==> src/rtl/reset_sequencer.sv <==
// reset_sequencer
// Synchronises an asynchronous active-high reset request, optionally
// glitch-filters its deassertion, and releases NUM_CH active-low channel
// resets one at a time, STAGGER cycles apart, bit 0 first.
//
// Compile-time option: RSTSEQ_GLITCH_FILTER_EN
//   defined   - deassertion needs FILTER_CYCLES consecutive low samples
//   undefined - the filtered request is a plain register of the synced request

module reset_sequencer #(
    parameter int SYNC_STAGES   = 2,
    parameter int NUM_CH        = 4,
    parameter int STAGGER       = 16,
    parameter int FILTER_CYCLES = 4
) (
    input  logic              clk,
    input  logic              reset,
    input  logic              rst_req,
    output logic [NUM_CH-1:0] rst_n_out,
    output logic              seq_done,
    output logic [1:0]        seq_state
);

    // Timer holds 0..STAGGER-1; keep at least one bit so STAGGER = 1 elaborates.
    localparam int TW = (STAGGER > 1) ? $clog2(STAGGER) : 1;
    // idx can reach NUM_CH without wrapping.
    localparam int IW = $clog2(NUM_CH) + 1;

    localparam logic [TW-1:0] TIMER_LAST = TW'(STAGGER - 1);
    localparam logic [IW-1:0] IDX_LAST   = IW'(NUM_CH - 1);

    typedef enum logic [1:0] {
        ST_HOLD    = 2'd0,
        ST_RELEASE = 2'd1,
        ST_RUN     = 2'd2
    } state_t;

    // Reject illegal parameter values at elaboration time.
    if (SYNC_STAGES < 2) begin : g_bad_sync
        $error("SYNC_STAGES must be 2 or more");
    end
    if (NUM_CH < 1) begin : g_bad_ch
        $error("NUM_CH must be 1 or more");
    end
    if (STAGGER < 1) begin : g_bad_stagger
        $error("STAGGER must be 1 or more");
    end
    if (FILTER_CYCLES < 1) begin : g_bad_filter
        $error("FILTER_CYCLES must be 1 or more");
    end

    logic [SYNC_STAGES-1:0] sync_r;
    logic                   req_s;
    logic                   req_f_r;

    state_t                 state_r;
    state_t                 state_next_s;
    logic [TW-1:0]          timer_r;
    logic [TW-1:0]          timer_next_s;
    logic [IW-1:0]          idx_r;
    logic [IW-1:0]          idx_next_s;
    logic [NUM_CH-1:0]      rst_n_r;
    logic [NUM_CH-1:0]      rst_n_next_s;
    logic                   done_r;
    logic                   done_next_s;

    // Synchroniser chain for the asynchronous request; reset fills it with "asserted".
    always_ff @(posedge clk) begin
        if (reset) begin
            sync_r <= {SYNC_STAGES{1'b1}};
        end else begin
            sync_r <= {sync_r[SYNC_STAGES-2:0], rst_req};
        end
    end

    assign req_s = sync_r[SYNC_STAGES-1];

`ifdef RSTSEQ_GLITCH_FILTER_EN
    localparam int CW = $clog2(FILTER_CYCLES + 1);
    localparam logic [CW-1:0] CNT_MAX = CW'(FILTER_CYCLES);

    logic [CW-1:0] low_cnt_r;

    // Asymmetric filter: assert at once, deassert only after a long enough low run.
    always_ff @(posedge clk) begin
        if (reset) begin
            low_cnt_r <= {CW{1'b0}};
            req_f_r   <= 1'b1;
        end else if (req_s) begin
            low_cnt_r <= {CW{1'b0}};
            req_f_r   <= 1'b1;
        end else if (low_cnt_r < CNT_MAX) begin
            low_cnt_r <= low_cnt_r + CW'(1);
            if ((low_cnt_r + CW'(1)) == CNT_MAX) begin
                req_f_r <= 1'b0;
            end else begin
                req_f_r <= req_f_r;
            end
        end else begin
            low_cnt_r <= low_cnt_r;
            req_f_r   <= req_f_r;
        end
    end
`else
    // Unfiltered: the request is simply registered in both directions.
    always_ff @(posedge clk) begin
        if (reset) begin
            req_f_r <= 1'b1;
        end else begin
            req_f_r <= req_s;
        end
    end
`endif

    // State, timer, index and registered outputs all update on the same edge.
    always_ff @(posedge clk) begin
        if (reset) begin
            state_r <= ST_HOLD;
            timer_r <= {TW{1'b0}};
            idx_r   <= {IW{1'b0}};
            rst_n_r <= {NUM_CH{1'b0}};
            done_r  <= 1'b0;
        end else begin
            state_r <= state_next_s;
            timer_r <= timer_next_s;
            idx_r   <= idx_next_s;
            rst_n_r <= rst_n_next_s;
            done_r  <= done_next_s;
        end
    end

    // Next-state and next-output logic; an asserted request always wins over a release.
    always_comb begin
        state_next_s = state_r;
        timer_next_s = timer_r;
        idx_next_s   = idx_r;
        rst_n_next_s = rst_n_r;
        done_next_s  = done_r;
        case (state_r)
            ST_HOLD: begin
                rst_n_next_s = {NUM_CH{1'b0}};
                done_next_s  = 1'b0;
                if (!req_f_r) begin
                    state_next_s = ST_RELEASE;
                    timer_next_s = {TW{1'b0}};
                    idx_next_s   = {IW{1'b0}};
                end else begin
                    state_next_s = ST_HOLD;
                end
            end
            ST_RELEASE: begin
                if (req_f_r) begin
                    state_next_s = ST_HOLD;
                    rst_n_next_s = {NUM_CH{1'b0}};
                    done_next_s  = 1'b0;
                end else if (timer_r == TIMER_LAST) begin
                    timer_next_s = {TW{1'b0}};
                    idx_next_s   = idx_r + IW'(1);
                    for (int i = 0; i < NUM_CH; i++) begin
                        if (idx_r == IW'(i)) begin
                            rst_n_next_s[i] = 1'b1;
                        end else begin
                            rst_n_next_s[i] = rst_n_r[i];
                        end
                    end
                    if (idx_r == IDX_LAST) begin
                        state_next_s = ST_RUN;
                        done_next_s  = 1'b1;
                    end else begin
                        state_next_s = ST_RELEASE;
                    end
                end else begin
                    timer_next_s = timer_r + TW'(1);
                end
            end
            ST_RUN: begin
                if (req_f_r) begin
                    state_next_s = ST_HOLD;
                    rst_n_next_s = {NUM_CH{1'b0}};
                    done_next_s  = 1'b0;
                end else begin
                    done_next_s  = 1'b1;
                end
            end
            default: begin
                state_next_s = ST_HOLD;
                rst_n_next_s = {NUM_CH{1'b0}};
                done_next_s  = 1'b0;
            end
        endcase
    end

    assign rst_n_out = rst_n_r;
    assign seq_done  = done_r;
    assign seq_state = state_r;

endmodule

==> config.mk <==
export PLATFORM = sky130hd
export DESIGN_NAME = reset_sequencer
export DESIGN_NICKNAME = d
export VERILOG_FILES = /design/src/rtl/reset_sequencer.sv
export SDC_FILE = /design/constraint.sdc
export NUM_CORES = 1
export LEC_CHECK = 0
export CORE_MARGIN = 3
export CORE_UTILIZATION = 57
export CTS_CLUSTER_DIAMETER = 80
export DETAILED_ROUTE_END_ITERATION = 10
export PLACE_DENSITY_LB_ADDON = 0.15
export SKIP_CTS_REPAIR_TIMING = 1
export SYNTH_ARGS = -nofsm -noshare
export SYNTH_HDL_FRONTEND = slang
export SYNTH_SLANG_ARGS = --single-unit
export TNS_END_PERCENT = 20
==> constraint.sdc <==
create_clock -name clk -period 4.4 [get_ports clk]
set_input_delay 0.88 -clock clk [delete_from_list [all_inputs] [get_ports clk]]
set_output_delay 0.88 -clock clk [all_outputs]
set_load 0.02 [all_outputs]
## Word level (Yosys, flattened, before mapping)

Index checks and enable logic that the tools add are counted.

| word-level totals | value |
|---|---|
| bits in registers | 17 |
| RAM bits | 0 |
| output and inout port bits | 7 |
| memories | 0 |
| ROM bits | 0 |
| latch bits | 0 |
| input bits | 3 |
| word-level logic and storage cells | 64 |

| operators by class | value |
|---|---|
| mux-type cells | 26 |
| eq/ne operators | 15 |
| $lt $le $gt $ge | 0 |
| bitwise gates (word level) | 0 |
| div/mod/pow operators | 0 |
| add/sub/neg operators | 2 |
| shifts and indexed selects | 0 |
| reduce and logical (&&, ||, !) cells | 11 |
| multipliers | 0 |

Operators by type and width:

| kind | count |
|---|---|
| two-way mux 4 bit | 6 |
| case mux 4 bit (2 select lines) | 2 |
| inequality test 3 bit (second input constant) | 5 |
| AND reduction 3 bit | 5 |
| two-way mux 3 bit | 3 |
| two-way mux 1 bit | 8 |
| two-way mux 2 bit | 4 |
| inequality test 2 bit (second input constant) | 4 |
| equality test 3 x 2 -> 1 bit (second input constant) | 2 |
| case mux 2 bit (3 select lines) | 1 |
| case mux 3 bit (2 select lines) | 1 |
| adder 4 x 1 -> 4 bit (second input constant) | 1 |
| equality test 4 bit (second input constant) | 1 |
| AND reduction 2 bit | 2 |
| AND reduction 4 bit | 1 |
| adder 3 x 1 -> 3 bit (second input constant) | 1 |
| equality test 3 x 1 -> 1 bit (second input constant) | 1 |
| zero test 3 bit | 1 |
| equality test 2 x 1 -> 1 bit (second input constant) | 1 |
| equality test 2 bit (second input constant) | 1 |
| zero test 2 bit | 1 |
| case mux 1 bit (2 select lines) | 1 |
| nonzero test 2 bit | 1 |

## Longest topological paths before layout

Gate-level depths: netlist of run 1.

| logic depth | value |
|---|---|
| depth in word-level cells | 5 |
| mapped depth | 6 |
| depth with buffers taken out | 6 |

## Least setup slack after synthesis of run 1

Ideal clock, no wire load.

| timing | value |
|---|---|
| kind | register -> register |
| start | register state_r[1] (netlist: seq_state[1]) |
| end | register rst_n_r[0] (netlist: rst_n_out[0]) |
| data required time | 4271 ps |
| path buffers | 0 |
| stages on the path, launching flop included | 6 |
| arrival time | 1543 ps |
| setup time | 129 ps |
| slack | 2727 ps |
| period minus slack after synthesis | 1673 ps |
| cell sequence | dfxtp_1 -> ha_1 -> and4b_1 -> or3_4 -> a31oi_1 -> nor2_1 |

| on the way | value |
|---|---|
| cells in the longest elaborated chain, start to end | 3 |
| elaborated cells between the ends (all ways) | 7 |
| classes of those cells | eq/ne: 5; mux: 1; reduce/logical: 1 |

RTL lines:

| item | RTL line | RTL |
|---|---|---|
| from (decl) | 56 | `state_t state_r;` |
| from (signal assigned) | 124 | `state_r <= state_next_s;` |
| equality test 2 x 1 -> 1 bit / equality test 2 bit (equally long branches) | 139 | `case (state_r)` |
| inequality test 3 bit (no source line) / inequality test 2 bit (equally long branches) | n/a |  |
| AND reduction 3 bit (no source line) | n/a |  |
| to (signal assigned) | 121 | `rst_n_r <= {NUM_CH{1'b0}};` |
| to (signal assigned) | 127 | `rst_n_r <= rst_n_next_s;` |
| to (decl) | 62 | `logic [NUM_CH-1:0] rst_n_r;` |

Several ways; a longest one is shown, not always the timed one.
A chain may end at the register's enable or synchronous reset.

## Worst setup path after layout of run 1

| timing | value |
|---|---|
| start | register state_r[1] (netlist: seq_state[1]) |
| end | output seq_state[1] |

RTL lines:

| item | RTL line | RTL |
|---|---|---|
| to (decl) | 21 | `output logic [1:0] seq_state` |

No word-level cell between the ends.

==> qor.csv, run 1 <==
stage,metric,value,unit
synthesis,synth-seq-area-share,39.5,%
cts,clock-sinks,17,
power,pwr-share-comb,3.4,%
worst_setup_path,crit_fanout,8,
worst_setup_path,path_depth,1,
placement,dp.cells,117,
power,switchingPower,0.0000536,W
floorplanning,die_area,0.00202,mm^2
flow_run,maxCapViolations,0,
cts,insertion_delay,0.29,ns
synthesis,synth-async-reset-ratio,0,%
synthesis,synth_warnings,0,
synthesis,synth_nets,109,
sta,worst_pin_slew,0.534,ns
floorplanning,num_rows,13,
synthesis,netlist_instances,97,
power,sw_frac_of_total,21.7,%
synthesis,synth-xor-area-share,0,%
sta,setup_tns,0,ns
synthesis,syn_area_per_cell,8.89,um^2
synthesis,synth_edf_count,0,
worst_setup_path,crit_buf_inv,1,
global_route,antenna_found_initial,0,
floorplanning,initial_core_util,63.1,%
worst_setup_path,max_stage_delay,0.65,ns
placement,place_area,947,um^2
drt,drtPass1Iterations,4,
drt,vias,696,
global_route,grt_max_degree,16,
sta,setup_viol,0,
cts,cts_buffer_depth,2,
status,status,"complete, no violations",
synthesis,yosys.area.top_type,dfxtp_1,
cells_and_area,drive_gt1_share,8.49,%
sta,drv_slew,0,
synthesis,synth_top_family_by_area,simple AND/OR/NAND/NOR gates,
worst_setup_path,worstPathRequired,3.52,ns
floorplanning,die_w,44.9,um
global_route,grt_usage,18.7,%
synthesis,ys_types,32,
worst_setup_path,start_kind,flop,
cells_and_area,fin_area,973,um^2
drt,drcViolationCount,0,
cells_and_area,fin_cells,121,
drt,final_antenna_net_count,0,
synthesis,synthAdderAreaFrac,13.1,%
cts,clockRootBuffer,clkbuf_4,
worst_setup_path,arrival,1.40,ns
worst_setup_path,reg2reg_depth,6,
worst_setup_path,cp_cell_sequence,clkdlybuf4s50_1,
sta,min_period,2.28,ns
hold_path,min_path_type,flop to flop,
floorplanning,num_io_pins,10,
placement,io_buffers,9,
sta,rsz0062_at_grt,false,
cells_and_area,layout.nets,119,
sta,fin_skew,0.00130,ns
power,ir_drop,0.200,mV
drt,viasPerCell,5.75,
floorplanning,die_h,44.9,um
synthesis,synthTopCellsByArea,"dfxtp_1, ha_1, nand3_1, a21oi_1, inv_1",
worst_setup_path,critPathCapture,seq_state[1],
cts,path_clk_slew,0.09,ns
cells_and_area,num-fill-cells,118,
power,internal_power,0.000194,W
synthesis,ys_seq_elements,17,
drt,drt-initial-drc-count,14,
worst_setup_path,timing.rr.start,seq_state[1]$_SDFFE_PP0P_,
worst_setup_path,critPathKind,flop to output pin,
synthesis,synth-simple-area-share,22.8,%
worst_setup_path,critPathSlowestCell,clkdlybuf4s50_1,
power,seqPwrFrac,63.0,%
drt,wire_per_inst,12.7,um
cts,cts_buffers,3,
cells_and_area,antennaDiodeCount,0,
power,total_leakage_power,0.346,nW
synthesis,synth_top_area_share,39.5,%
worst_setup_path,cpLargestDelayFamily,buffers and inverters,
sta,hold_viol_final,0,
cts,h-tree-depth,1,
worst_setup_path,r2r-end,seq_done$_SDFFE_PP0P_,
synthesis,ys.flop_type,dfxtp_1,
cells_and_area,areaGrowthSynthToFinish,12.9,%
global_route,overflow,0,
power,power_density,254,mW/mm^2
sta,period_share,51.8,%
worst_setup_path,critPathCaptureType,output pin,
drt,totalWireLength,1530,um
sta,max_slew_margin,64.3,%
power,p_clk_share,33.6,%
placement,hpwl,1100,um
sta,clock.fmax,438,MHz
global_route,grt_pass1_vias,628,
cts,tritoncts,done,
worst_setup_path,r2r_setup_slack,2.59,ns
synthesis,muxShareOfSynthArea,1.16,%
placement,gp_congestion,0.806,
worst_setup_path,crit_start,seq_state[1]$_SDFFE_PP0P_,
floorplanning,core-area,0.00137,mm^2
synthesis,synth-compound-area-share,17.3,%
synthesis,synth_area,862,um^2
global_route,grt_pass1_wl,2770,um
==> flip-flops by register name, summed over array words and instances (netlist names) <==
name and cells:
seq_done 1, seq_state 2, idx_r 3, timer_r 4, sync_r 2, req_f_r 1
rst_n_out 4
==> cell usage after synthesis (2+ instances only) <==
master,n
nor2_1,7
nand2_1,5
or2_2,3
or3_1,2
ha_1,9
nand3_1,9
nand4_1,2
a211o_1,2
a31oi_1,3
dfxtp_1,17
inv_1,8
o21ai_0,5
a21oi_1,6
==> routing by layer <==
layer / GRT usage [%] / routed length, um / vias up
met3: 5.18 / 59 / 7
met4: 11.7 / 50 / 0
met1: 25.8 / 793 / 313
li1: - / - / 360
met2: 25.5 / 629 / 16
met5: 0 / 0 / -
==> cells in the final DEF (no fill, tap or decap), types with 2 or more instances in the layout <==
cell / instances
dfxtp_1: 17
a211o_1: 2
clkdlybuf4s50_1: 9
nand3_1: 9
a31oi_1: 3
or3_1: 2
inv_1: 8
nand2_1: 5
o21ai_0: 5
or2_2: 3
nand4_1: 2
clkbuf_4: 3
nor2_1: 7
ha_1: 9
a21oi_1: 6
==> cells by family (layout without fill, tap and decap cells) <==
| logic type | count (synthesis) | count (layout) |
|---|---|---|
| buffers and inverters | 12 | 21 |
| adders and majority gates | 9 | 9 |
| muxes | 1 | 1 |
| and+or+nand+nor | 36 | 36 |
| DFF | 17 | 17 |
| AOI/OAI and AO/OA | 22 | 22 |
==> worst min-delay path by stage <==
stage	startpoint	end	slack, ns	cells past startpoint
final	sync_r[1]$_SDFF_PP1_	req_f_r$_SDFF_PP1_	0.42	1
after global placement	sync_r[1]$_SDFF_PP1_	req_f_r$_SDFF_PP1_	0.40	1
after detailed placement	sync_r[1]$_SDFF_PP1_	req_f_r$_SDFF_PP1_	0.40	1
after global routing	sync_r[1]$_SDFF_PP1_	req_f_r$_SDFF_PP1_	0.43	1
after CTS	sync_r[1]$_SDFF_PP1_	req_f_r$_SDFF_PP1_	0.42	1
after floorplan	sync_r[1]$_SDFF_PP1_	req_f_r$_SDFF_PP1_	0.39	1
==> power groups by stage <==
stage	logic [W]	clock network, W	registers [W]
after floorplan	0.00000538	0	0.000159
after global placement	0.00000813	0	0.000160
after detailed placement	0.00000826	0	0.000160
after CTS	0.00000838	0.0000870	0.000156
after global routing	0.00000924	0.0000952	0.000156
final	0.00000846	0.0000832	0.000156
==> through the flow <==
step                util, %  power [W]  worst slack, ns  hold WS [ns]
CTS                    71.2   0.000251             2.11         0.422
floorplan                 -   0.000165             2.73         0.389
global route           71.2   0.000261             2.04         0.432
global placement       69.3   0.000168             2.13         0.396
finish                 71.2   0.000248             2.12         0.420
detailed placement     69.3   0.000168             2.07         0.398
==> final cells by class <==
class	instances	area, um^2	area share [%]
well taps	15	18.8	1.93
inverters	8	30.0	3.08
multi-input cells	68	468	48.1
repair buffers	9	90.1	9.25
clock buffers	4	26.3	2.70
flip-flops and latches	17	340	35.0
(Power assumes the default switching activity.)
==> run 2: changes to the inputs <==
Settings changed: CORE_ASPECT_RATIO from default to 1.25, CORE_UTILIZATION 57 to 53.
Clock period 4.4 ns to 2.1 ns, I/O delays scaled along.
==> run 2 against run 1 <==
  * Die area up 6.7%
  * Clock power increased by 120%
  * Setup slack got worse by 1.8 ns
  * Via count is 3.2% higher
  * Final cell count increased by 2.5%
  * Sequential share of layout area is 0.40 points lower
  * Critical path depth did not move
  * Power grew 110%
==> qor.csv, run 2 (synthesis gave the netlist of run 1 again) <==
stage,metric,value,unit,change
drt,drtPass1Iterations,4,,unchanged
placement,io_buffers,9,,unchanged
placement,hpwl,1220,um,was 1100 um
sta,holdWs,0.420,ns,about the same
cts,clock-sinks,17,,unchanged
hold_path,min_path_type,flop to flop,,unchanged
cts,insertion_delay,0.30,ns,was 0.29 ns
worst_setup_path,crit_fanout,8,,unchanged
sta,min_period,1.82,ns,
floorplanning,die_area,0.00215,mm^2,was 0.00202 mm^2
sta,setup_tns,0,ns,unchanged
status,status,"complete, no violations",,unchanged
cells_and_area,fin_util,68.1,%,was 71.2%
worst_setup_path,cp_cell_sequence,clkdlybuf4s50_1,,unchanged
sta,hold_viol_final,0,,unchanged
drt,wl_met2,746,um,was 629 um
worst_setup_path,r2r_setup_slack,0.39,ns,was 2.59 ns
cells_and_area,multi_input_area,468,um^2,unchanged
worst_setup_path,start_kind,flop,,unchanged
floorplanning,die_h,51.1,um,was 44.9 um
flow_run,maxCapViolations,0,,unchanged
worst_setup_path,reg2reg_depth,6,,unchanged
cells_and_area,num-fill-cells,117,,was 118
drt,topRoutingLayerUsed,met4,,unchanged
worst_setup_path,timing.rr.start,seq_state[1]$_SDFFE_PP0P_,,unchanged
cells_and_area,fin_cells,124,,was 121
sta,period_share,86.8,%,
drt,drt-initial-drc-count,11,,was 14
floorplanning,initial_core_util,59.7,%,was 63.1%
worst_setup_path,critPathKind,flop to output pin,,unchanged
sta,setup_viol,0,,unchanged
cells_and_area,most-common-layout-cells,"dfxtp_1, nand3_1, ha_1, clkdlybuf4s50_1, inv_1",,unchanged
cells_and_area,drive_gt1_share,10.3,%,was 8.49%
worst_setup_path,critPathCaptureType,output pin,,unchanged
cts,cts_buffers,3,,unchanged
drt,totalWireLength,1630,um,was 1530 um
worst_setup_path,crit_buf_inv,1,,unchanged
sta,rsz0062_at_grt,false,,unchanged
placement,gp_congestion,0.879,,was 0.806
drt,drt-met1-wl,757,um,was 793 um
sta,fin_skew,0.00904,ns,was 0.00130 ns
worst_setup_path,path_depth,1,,unchanged
floorplanning,die_w,42.1,um,was 44.9 um
drt,final_antenna_net_count,0,,unchanged
cells_and_area,antennaDiodeCount,0,,unchanged
global_route,grt_pass1_wl,3040,um,was 2770 um
worst_setup_path,cpLargestDelayFamily,buffers and inverters,,unchanged
drt,met3WireLength,83,um,was 59 um
worst_setup_path,worstPathRequired,1.68,ns,was 3.52 ns
worst_setup_path,r2r-end,seq_done$_SDFFE_PP0P_,,unchanged
drt,viasPerCell,5.79,,was 5.75
power,ir_drop,0.348,mV,was 0.200 mV
sta,drv_slew,0,,unchanged
floorplanning,core-area,0.00145,mm^2,was 0.00137 mm^2
global_route,grt_usage,18.3,%,was 18.7%
cts,tritoncts,done,,unchanged
placement,dp_slack,0.393,ns,was 2.07 ns
worst_setup_path,crit_start,seq_state[1]$_SDFFE_PP0P_,,unchanged
cells_and_area,register_area,340,um^2,unchanged
worst_setup_path,critPathSlowestCell,clkdlybuf4s50_1,,unchanged
sta,clock.fmax,548,MHz,
cts,path_clk_slew,0.10,ns,was 0.09 ns
floorplanning,num_rows,15,,was 13
cells_and_area,areaGrowthSynthToFinish,14.2,%,was 12.9%
worst_setup_path,max_stage_delay,0.65,ns,about the same
cts,cts_buffer_depth,2,,unchanged
global_route,antenna_found_initial,0,,unchanged
global_route,overflow,0,,unchanged
global_route,grt_pass1_vias,685,,was 628
power,total_leakage_power,0.354,nW,was 0.346 nW
worst_setup_path,critPathCapture,seq_state[1],,unchanged
sta,max_slew_margin,68.8,%,was 64.3%
cells_and_area,layout.nets,120,,was 119
sta,finalWorstSetupSlack,0.277,ns,was 2.12 ns
drt,vias,718,,was 696
floorplanning,num_io_pins,10,,unchanged
cells_and_area,final_common_cell,dfxtp_1,,unchanged
power,power_density,533,mW/mm^2,was 254 mW/mm^2
drt,wire_per_inst,13.1,um,was 12.7 um
global_route,grt_max_degree,15,,was 16
cts,clockRootBuffer,clkbuf_4,,unchanged
placement,dp.cells,120,,was 117
cts,h-tree-depth,1,,unchanged
sta,worst_pin_slew,0.463,ns,was 0.534 ns
worst_setup_path,arrival,1.40,ns,about the same
drt,drcViolationCount,0,,unchanged
-- run 2: changes by cell type in the layout (fill, tap and decap cells not counted) --
cell,before,now
clkinv_2,0,1
clkbuf_1,1,0
buf_4,0,1
-- run 2: power breakdown --
part	total (W)	leakage [nW]	switching (W)	internal, W
Combinational	0.0000190	0.198	0.0000100	0.00000901
Sequential	0.000327	0.138	0.00000203	0.000325
Clock	0.000179	0.0177	0.000108	0.0000711
Total	0.000525	0.354	0.000120	0.000405
-- run 2: worst min path at each step --
stage	from	endpoint	slack (ns)	cells after the start
after detailed placement	sync_r[1]$_SDFF_PP1_	req_f_r$_SDFF_PP1_	0.40	1
after global placement	sync_r[0]$_SDFF_PP1_	sync_r[1]$_SDFF_PP1_	0.39	1
after floorplan	sync_r[1]$_SDFF_PP1_	req_f_r$_SDFF_PP1_	0.39	1
after global routing	sync_r[1]$_SDFF_PP1_	req_f_r$_SDFF_PP1_	0.44	1
after CTS	sync_r[1]$_SDFF_PP1_	req_f_r$_SDFF_PP1_	0.42	1
final	sync_r[0]$_SDFF_PP1_	sync_r[1]$_SDFF_PP1_	0.42	1
-- run 2: routing by layer --
metal | vias up | GRT usage, %
met5 | - | 0
met4 | 0 | 9.84
met3 | 5 | 3.17
met2 | 21 | 29.9
met1 | 331 | 22.6
li1 | 361 | -
-- run 2: metrics by stage --
step / power (W) / cell area [um^2]
6_report: 0.000525 / 985
3_3_place_gp: 0.000353 / 957
5_1_grt: 0.000543 / 985
3_5_place_dp: 0.000354 / 957
4_1_cts: 0.000529 / 985
2_1_floorplan: 0.000345 / 862
-- run 2: area by class of cell --
cell class                      instances  area share (%)
Clock inverter                          1           0.508
Multi-Input combinational cell         68            47.5
Timing Repair Buffer                   10            9.91
Clock buffer                            3            2.29
Tap cell                               17            2.16
Sequential cell                        17            34.6
Inverter                                8            3.05
-- run 2: worst reg2reg max path, cell delays in order (launching register included) --
cell     delay (ns)
dfxtp_1        0.38
inv_1          0.13
ha_1           0.39
inv_1          0.16
a211o_1        0.33
mux2i_1        0.17
nor2_1         0.06
==> run 3: changes to the inputs <==
Settings changed: CORE_UTILIZATION 53 to 48.
Clock period 2.1 ns to 1.57 ns, I/O delays scaled along.
==> run 3 against run 2 <==
  * Sequential power up 33%
  * Register-to-register slack worse by 0.32 ns
  * Via count up 4.3%
  * Largest cell class unchanged
==> qor.csv, run 3 (synthesis gave the netlist of run 1 again) <==
stage,metric,value,unit,change
status,status,"complete, no violations",,unchanged
worst_setup_path,worstPathRequired,1.77,ns,was 1.68 ns
placement,hpwl,1260,um,was 1220 um
cells_and_area,drive_gt1_share,20.2,%,was 10.3%
cts,h-tree-depth,1,,unchanged
flow_run,maxCapViolations,0,,unchanged
sta,rsz0062_at_grt,true,,was false
floorplanning,num_io_pins,10,,unchanged
floorplanning,core-area,0.00162,mm^2,was 0.00145 mm^2
global_route,grt_pass1_wl,2840,um,was 3040 um
sta,max_slew_margin,78.0,%,was 68.8%
cells_and_area,antennaDiodeCount,0,,unchanged
power,power_density,638,mW/mm^2,was 533 mW/mm^2
global_route,grt_max_degree,11,,was 15
cells_and_area,final_common_cell,dfxtp_1,,unchanged
floorplanning,die_area,0.00234,mm^2,was 0.00215 mm^2
cells_and_area,fin_area,0.00109,mm^2,was 985 um^2
cts,cts_buffers,3,,unchanged
cells_and_area,num-fill-cells,134,,was 117
cts,tritoncts,done,,unchanged
cells_and_area,multi_input_area,500,um^2,was 468 um^2
sta,setup_viol,0,,unchanged
cells_and_area,fin_util,67.4,%,was 68.1%
sta,min_period,1.50,ns,
cts,clock-sinks,17,,unchanged
drt,wire_per_inst,12.7,um,was 13.1 um
drt,drtPass1Iterations,4,,unchanged
drt,drcViolationCount,0,,unchanged
worst_setup_path,crit_fanout,5,,was 8
sta,worst_pin_slew,0.329,ns,was 0.463 ns
cts,cts_buffer_depth,2,,unchanged
global_route,antenna_found_initial,0,,unchanged
floorplanning,die_h,53.4,um,was 51.1 um
cells_and_area,layout.nets,127,,was 120
worst_setup_path,reg2reg_depth,6,,unchanged
power,ir_drop,0.562,mV,was 0.348 mV
floorplanning,num_rows,16,,was 15
floorplanning,die_w,43.9,um,was 42.1 um
worst_setup_path,arrival,1.70,ns,was 1.40 ns
worst_setup_path,critPathKind,flop to flop,,was flop to output pin
global_route,grt_pass1_vias,700,,was 685
sta,holdWs,0.417,ns,was 0.420 ns
sta,drv_slew,0,,unchanged
sta,clock.fmax,667,MHz,
worst_setup_path,start_kind,flop,,unchanged
cells_and_area,areaGrowthSynthToFinish,26.9,%,was 14.2%
drt,final_antenna_net_count,0,,unchanged
cells_and_area,register_area,345,um^2,was 340 um^2
placement,gp_congestion,0.841,,was 0.879
global_route,grt_usage,16.2,%,was 18.3%
cells_and_area,most-common-layout-cells,"dfxtp_1, nand3_1, inv_1, ha_1, buf_4",,"was dfxtp_1, nand3_1, ha_1, clkdlybuf4s50_1, inv_1"
hold_path,min_path_type,flop to flop,,unchanged
sta,period_share,95.5,%,
placement,io_buffers,9,,unchanged
cts,insertion_delay,0.29,ns,was 0.30 ns
sta,hold_viol_final,0,,unchanged
cts,clockRootBuffer,clkbuf_4,,unchanged
placement,place_area,0.00101,mm^2,was 957 um^2
drt,vias,749,,was 718
global_route,overflow,0,,unchanged
drt,drt-initial-drc-count,9,,was 11
drt,viasPerCell,5.67,,was 5.79
worst_setup_path,critPathCaptureType,flop,,was output pin
power,total_leakage_power,0.521,nW,was 0.354 nW
floorplanning,initial_core_util,53.2,%,was 59.7%
hold_path,whs_path_depth,1,,unchanged
sta,fin_skew,0.00440,ns,was 0.00904 ns
drt,totalWireLength,1680,um,was 1630 um
cts,path_clk_slew,0.10,ns,about the same
run 3: cell count changes in the layout (fill, tap and decap cells not counted), moves of 2 or more:
cell and change:
buf_4 +7, clkdlybuf4s50_1 -7, dfxtp_1 -2, dlymetal6s2s_1 +7
run 3: final timing paths:
check                            start                   endpoint  slack, ns
min reg2reg       sync_r[1]$_SDFF_PP1_         req_f_r$_SDFF_PP1_       0.42
max reg2reg  seq_state[0]$_SDFFE_PP0P_  rst_n_out[1]$_SDFFE_PP0P_       0.07
min               sync_r[1]$_SDFF_PP1_         req_f_r$_SDFF_PP1_       0.42
max          seq_state[0]$_SDFFE_PP0P_  rst_n_out[1]$_SDFFE_PP0P_       0.07
run 3: area by class of cell:
class / instances / share of cell area, %
Clock buffer: 3 / 2.06
Clock inverter: 1 / 0.458
Inverter: 8 / 2.75
Multi-Input combinational cell: 68 / 45.8
Sequential cell: 17 / 31.6
Tap cell: 18 / 2.06
Timing Repair Buffer: 17 / 15.3
run 3: report_power, final:
group	switching [W]	internal (W)	total (W)
Clock	0.000136	0.0000949	0.000231
Sequential	0.00000303	0.000433	0.000436
Combinational	0.0000147	0.0000155	0.0000303
Total	0.000154	0.000543	0.000697
run 3: worst max-delay path: stages (launching register included):
cell	delay [ns]
dfxtp_2	0.36
inv_1	0.08
ha_1	0.16
and4b_1	0.19
or3_4	0.37
a31oi_4	0.18
nor2_1	0.05
run 3: per-layer routing:
metal  global-route usage [%]  wire [um]  share of wire, %
met5                        0          0                 0
met4                     9.05         40               2.4
met2                     26.7        770                46
met3                     2.04         82               4.9
met1                     20.0        783                47
run 3: metrics by stage:
step                total power (W)  worst slack, ns  cells  setup TNS [ns]
CTS                        0.000709          -0.0698    132         -0.0975
global route               0.000724         -0.00984    132        -0.00984
finish                     0.000697           0.0703    132               0
global placement           0.000477           0.0713    128               0
detailed placement         0.000477           0.0778    128               0
floorplan                  0.000461           0.0222     97               0
